<file path="src/rtl/clk_enable_gen.sv">
// Multi-channel fractional clock-enable generator: one phase accumulator per channel,
// carry-out drives a single-cycle enable, with glitch-free rate updates, re-align and lock.
module clk_enable_gen #(
    parameter int unsigned             NUM_CH      = 2,
    parameter int unsigned             ACC_W       = 32,
    parameter int unsigned             LOCK_CYCLES = 16,
    parameter logic [NUM_CH*ACC_W-1:0] INC_RST     = {32'h8000_0000, 32'h4072_B021},
    localparam int unsigned            CH_W        = (NUM_CH > 1) ? $clog2(NUM_CH) : 1
) (
    input  logic              clk_in,
    input  logic              reset_n,
    input  logic              cfg_valid,
    output logic              cfg_ready,
    input  logic [CH_W-1:0]   cfg_ch,
    input  logic [ACC_W-1:0]  cfg_inc,
    input  logic              sync_req,
    output logic [NUM_CH-1:0] ce_out,
    output logic [NUM_CH-1:0] phase_out,
    output logic              locked,
    output logic              cfg_err
);

    localparam int unsigned      CNT_W    = $clog2(LOCK_CYCLES + 1);
    localparam logic [CNT_W-1:0] LOCK_MAX = CNT_W'(LOCK_CYCLES);

    logic [ACC_W-1:0]  acc     [NUM_CH];
    logic [ACC_W-1:0]  inc     [NUM_CH];
    logic [ACC_W-1:0]  acc_sum [NUM_CH];
    logic [NUM_CH-1:0] carry;

    logic              pending;
    logic [CH_W-1:0]   pend_ch;
    logic [ACC_W-1:0]  pend_inc;
    logic [CNT_W-1:0]  lock_cnt;

    logic ch_ok;
    logic accept;
    logic apply;

    always_comb begin
        carry   = '0;
        acc_sum = '{default: '0};
        for (int unsigned i = 0; i < NUM_CH; i++) begin
            {carry[i], acc_sum[i]} = {1'b0, acc[i]} + {1'b0, inc[i]};
        end
    end

    assign ch_ok     = (32'(cfg_ch) < NUM_CH);
    assign accept    = cfg_valid && !pending;
    // Swap the rate only at a wrap of the target channel, so the old increment finishes its
    // period and no runt pulse appears; a disabled channel or a re-align swaps immediately.
    assign apply     = pending && (sync_req || carry[pend_ch] || (inc[pend_ch] == '0));
    assign cfg_ready = ~pending;

    always_ff @(posedge clk_in) begin
        if (!reset_n) begin
            for (int unsigned i = 0; i < NUM_CH; i++) begin
                acc[i] <= '0;
                inc[i] <= INC_RST[i*ACC_W +: ACC_W];
            end
            ce_out    <= '0;
            phase_out <= '0;
            pending   <= 1'b0;
            pend_ch   <= '0;
            pend_inc  <= '0;
            lock_cnt  <= '0;
            locked    <= 1'b0;
            cfg_err   <= 1'b0;
        end else begin
            for (int unsigned i = 0; i < NUM_CH; i++) begin
                acc[i] <= sync_req ? '0 : acc_sum[i];
            end
            if (sync_req) begin
                ce_out    <= '0;
                phase_out <= '0;
            end else begin
                ce_out    <= carry;
                phase_out <= phase_out ^ carry;
            end

            if (apply) begin
                inc[pend_ch] <= pend_inc;
            end

            if (apply) begin
                pending <= 1'b0;
            end else if (accept && ch_ok) begin
                pending  <= 1'b1;
                pend_ch  <= cfg_ch;
                pend_inc <= cfg_inc;
            end

            cfg_err <= accept && !ch_ok;

            if (sync_req || apply || (accept && ch_ok)) begin
                lock_cnt <= '0;
            end else if (lock_cnt != LOCK_MAX) begin
                lock_cnt <= lock_cnt + 1'b1;
            end
            locked <= (lock_cnt == LOCK_MAX) && !pending;
        end
    end

endmodule

</file>
<file path="config.mk">
export PLATFORM = sky130hd
export DESIGN_NAME = clk_enable_gen
export DESIGN_NICKNAME = d
export VERILOG_FILES = /design/src/rtl/clk_enable_gen.sv
export SDC_FILE = /design/constraint.sdc
export NUM_CORES = 1
export LEC_CHECK = 0
export CORE_MARGIN = 1.5
export CORE_UTILIZATION = 55
export DETAILED_ROUTE_END_ITERATION = 7
export PLACE_DENSITY = 0.77
export SLEW_MARGIN = 20
export SYNTH_ARGS = -nofsm -noshare
export SYNTH_HDL_FRONTEND = slang
export SYNTH_SLANG_ARGS = --single-unit
</file>
<file path="constraint.sdc">
create_clock -name clk_in -period 4.5 [get_ports clk_in]
set_clock_uncertainty 0.05 [all_clocks]
set_input_delay 0.675 -clock clk_in [delete_from_list [all_inputs] [get_ports clk_in]]
set_output_delay 0.675 -clock clk_in [all_outputs]
set_load 0.03 [all_outputs]
</file>
# == After elaboration in Yosys (flattened, before gate mapping) ==
# Memories as Yosys holds them, arrays and structs flattened. A register that Yosys moved wholly into a read port is not among the register bits.
# Index checks and enable logic that the tools add are counted.
# W data, S select, Z words.
# classes
n_reduce_logical,14
addsub,3
muxes,16
eq_ne,2
n_lt_le_gt_ge,1
bitwise_logic,6
# ops
cell,count
$mux W32,5
$add A32 B32 Y33,2
$logic_not A32 Y1,1
$reduce_or A32 Y1,1
$mux W1,11
$reduce_or A2 Y1,3
$add A5 B1 Y5 const B,1
$eq A5 B5 Y1 const B,1
$ne A5 B5 Y1 const B,1
$logic_or A1 B1 Y1,4
$logic_and A1 B1 Y1,3
$not A1 Y1,3
$lt A1 B2 Y1 const B,1
$or A1 B1 Y1,2
$reduce_and A2 Y1,1
$xor A2 B2 Y2,1
$logic_not A1 Y1,1
# totals
register_bits,44
word_cells,51
output_inout_bits,7
ram_bits,128
memories,2
in_bits,37
# memory_table
name,depth,word_bits,rd,rd_clocked_by_memory_dff,write_ports,line_no,source
acc,2,32,2,0,2,26,logic [ACC_W-1:0] acc [NUM_CH];
inc,2,32,3,1,2,27,logic [ACC_W-1:0] inc [NUM_CH];

# == Logic depth before layout (Yosys ltp) ==
# An unclocked memory read counts as a cell.
# depth
depth_word,12
ltp_mapped,12
depth_no_buf,11

# == Worst setup path before layout ==
# OpenSTA, ideal clock, no wires.
# synth_timing
path_type,register to register
startpoint,memory inc[0][16]
endpoint,"memory inc[0][0], enable pin"
setup_ps,470
n_path_buf,1
stages_incl_launch_ff,11
required_time_ps,3980
synth_period_minus_slack_ps,4536
path_slack_ps,-36
arrival_time_ps,4016
path_cell_list,edfxtp_1 ha_1 buf_2 nand4_1 a21oi_1 a211o_1 nor3b_1 o31ai_1 nand2_1 nor2_1 o31ai_1
# synth_lines
item,line_no
"start, declared",27

==> results.cfg <==
[routing]
wire_per_inst_um = 16.9
viasPerCell = 5.65
dr_total_vias = 6739
remaining_drc_errors = 0
routed_wl_mm = 20.2
ant_nets = 0
drt_iter0_markers = 575
first_pass_iters = 5

[critical_path]
crit_required_ns = 4.58
cp_slowest_cell = edfxtp_1
critPathTopFamily = compound AO/OA/AOI/OAI gates
cp-end-kind = flop
path_buf_inv = 1
max_stage_delay_ns = 0.41
path_cells = ha_1, fa_1, a21o_1, a21o_4, a2111oi_4, o21bai_2, a31oi_4, o31a_4, a21oi_2, nand2b_1, buf_4
crit_type = flop to flop
critPathLaunchType = flop
critPathArrivalTime_ns = 3.44
crit_fanout = 32

[clock_network]
clock_sinks = 173
cts_setup_buffers = 0
postCtsHoldBufs = 0
root_buffer = clkbuf_16
cts_resized = 0
clock_path_buffers = 2
worstSkewPairLatency_ns = 0.42
ctsHtreeMaxLevel = 4
path_clk_slew_ns = 0.07
cts_buffers = 17
cts_tree = done

[synthesis]
ys_async_sr_fraction = 0
synthFlopType = dfxtp_1
syn_avg_cell_area_um2 = 9.67
ys_warn_count = 0
syn-num-nets = 1032
ys_seq_area_frac = 0.458
syn_inst = 927
synth_cell_types = 58
synth-edff-count = 64
synth_area_um2 = 8970
ys_ff_latch = 173

[global_route]
grt_pass1_vias = 6483
antenna_found_initial = 0
grt.total_usage = 0.251
met2_usage = 0.398
use_met3 = 0.0452
grt_max_degree = 60
grt_pass1_wl_mm = 32.7
use_met1 = 0.355
busiest_layer = met2
gr-total-overflow = 0

[floorplanning]
initial_utilization = 0.564
dieArea_um2 = 17100
core_um2 = 15900
die_h_um = 131
ios = 44
rows = 46
die_w_um = 131

[finish]
drive_gt1_frac = 0.0574
layout_common_cells = dfxtp_1, nand2_1, nor2_1, ha_1
fillerInstances = 1308
final_common_cell = dfxtp_1
syn_to_final_growth_pct = 13.5
antenna-diode-count = 0
fin_nets = 1068

[flow_run]
max-cap-violations = 0

[sta]
final_max_slew_viol_count = 0
tightest_slew_ns = 1.04
setup_violations = 0
slew_headroom = 0.308
final_hold_viol_count = 0
rsz0062_at_grt = false
fin_crit_sh = 0.745
fin_crit_ns = 3.35
fin_setup_tns_ns = 0
max_freq_ghz = 0.298

[power]
power.density_nw_per_um2 = 365
cellLeakagePower_nw = 4.24
vdd_drop_max_v = 0.000323
power.total_mw = 3.71

[run_status]
outcome = finished clean

[worst_hold_path]
min_path_type = flop to flop

[place]
io_buffers = 42
gp_congestion = 0.851
dp.final_hpwl_mm = 15.0
## cell type report
| cell class | count | area, um2 | share of cell area |
|---|---|---|---|
| Multi-Input combinational cell | 708 | 4710 | 0.463 |
| Sequential cell | 173 | 4100 | 0.403 |
| Timing Repair Buffer | 48 | 465 | 0.0458 |
| Clock buffer | 17 | 425 | 0.0418 |
| Tap cell | 216 | 270 | 0.0266 |
| Clock inverter | 15 | 138 | 0.0135 |
| Inverter | 15 | 56.3 | 0.00554 |
## cells by family after synthesis
family	synth area share
AO/OA/AOI/OAI	0.174
other	0.000418
multiplexers	0.00126
adder cells (fa/ha/maj)	0.0966
XOR/XNOR	0.0586
flip-flops	0.458
buffers and inverters	0.0201
AND/OR/NAND/NOR	0.191
## report_power, final
group / switching [mW] / leakage [nW] / internal (mW)
clock network: 0.637 / 0.278 / 0.771
logic: 0.302 / 2.44 / 0.227
registers: 0.0648 / 1.53 / 1.71
## through the flow
stage	utilization	instance area [um2]	instances	setup WS, ns	hold WS, ns
3_5_place_dp	0.605	9600	1160	1.18	0.427
5_1_grt	0.640	10200	1192	0.909	0.463
4_1_cts	0.640	10200	1192	1.16	0.436
2_1_floorplan	-	8970	927	0.949	0.397
6_report	0.640	10200	1192	1.15	0.432
3_3_place_gp	0.605	9600	1160	1.28	0.419
## cells in the mapped netlist (all sizes together), types with 15 or more instances
| library cell | n | share of area |
|---|---|---|
| nor2 | 90 | 0.038 |
| ha | 66 | 0.092 |
| o21ai | 28 | 0.016 |
| dfxtp | 109 | 0.24 |
| a21oi | 57 | 0.032 |
| nand2 | 108 | 0.045 |
| a21o | 33 | 0.028 |
| a21boi | 36 | 0.030 |
| xor2 | 26 | 0.025 |
| edfxtp | 64 | 0.21 |
| nand3 | 16 | 0.0089 |
| and2 | 64 | 0.045 |
| inv | 15 | 0.0063 |
| clkbuf | 27 | 0.011 |
| xnor2 | 34 | 0.033 |
| nand2b | 15 | 0.010 |
## sequential cells by signal, indices dropped and copies added (netlist names), named ones only
signal / cells
pending: 1
pend_ch: 1
inc: 64
ce_out: 2
acc: 64
phase_out: 2
pend_inc: 32
lock_cnt: 5
locked: 1
## metal layers
metal / vias up / share of wire
met5: - / 0
met1: 3153 / 0.47
met2: 190 / 0.46
li1: 3368 / -
met4: 0 / 0.019
met3: 28 / 0.053
## final timing paths
kind,slack [ns],to,cells after the start,startpoint
worst max-delay path,1.15,inc[1][3],11,inc[1][0]
worst min-delay path,0.43,pend_inc[19],2,pend_inc[19]
worst max register to register,1.15,inc[1][3],11,inc[1][0]
worst min register to register,0.43,pend_inc[19],2,pend_inc[19]
## tightest hold or removal path, cell delays in order (launching register included)
cell and delay (ns):
dfxtp_1 0.32, nand2_1 0.05, a21boi_0 0.06
Power figures use the tool's default switching activity.
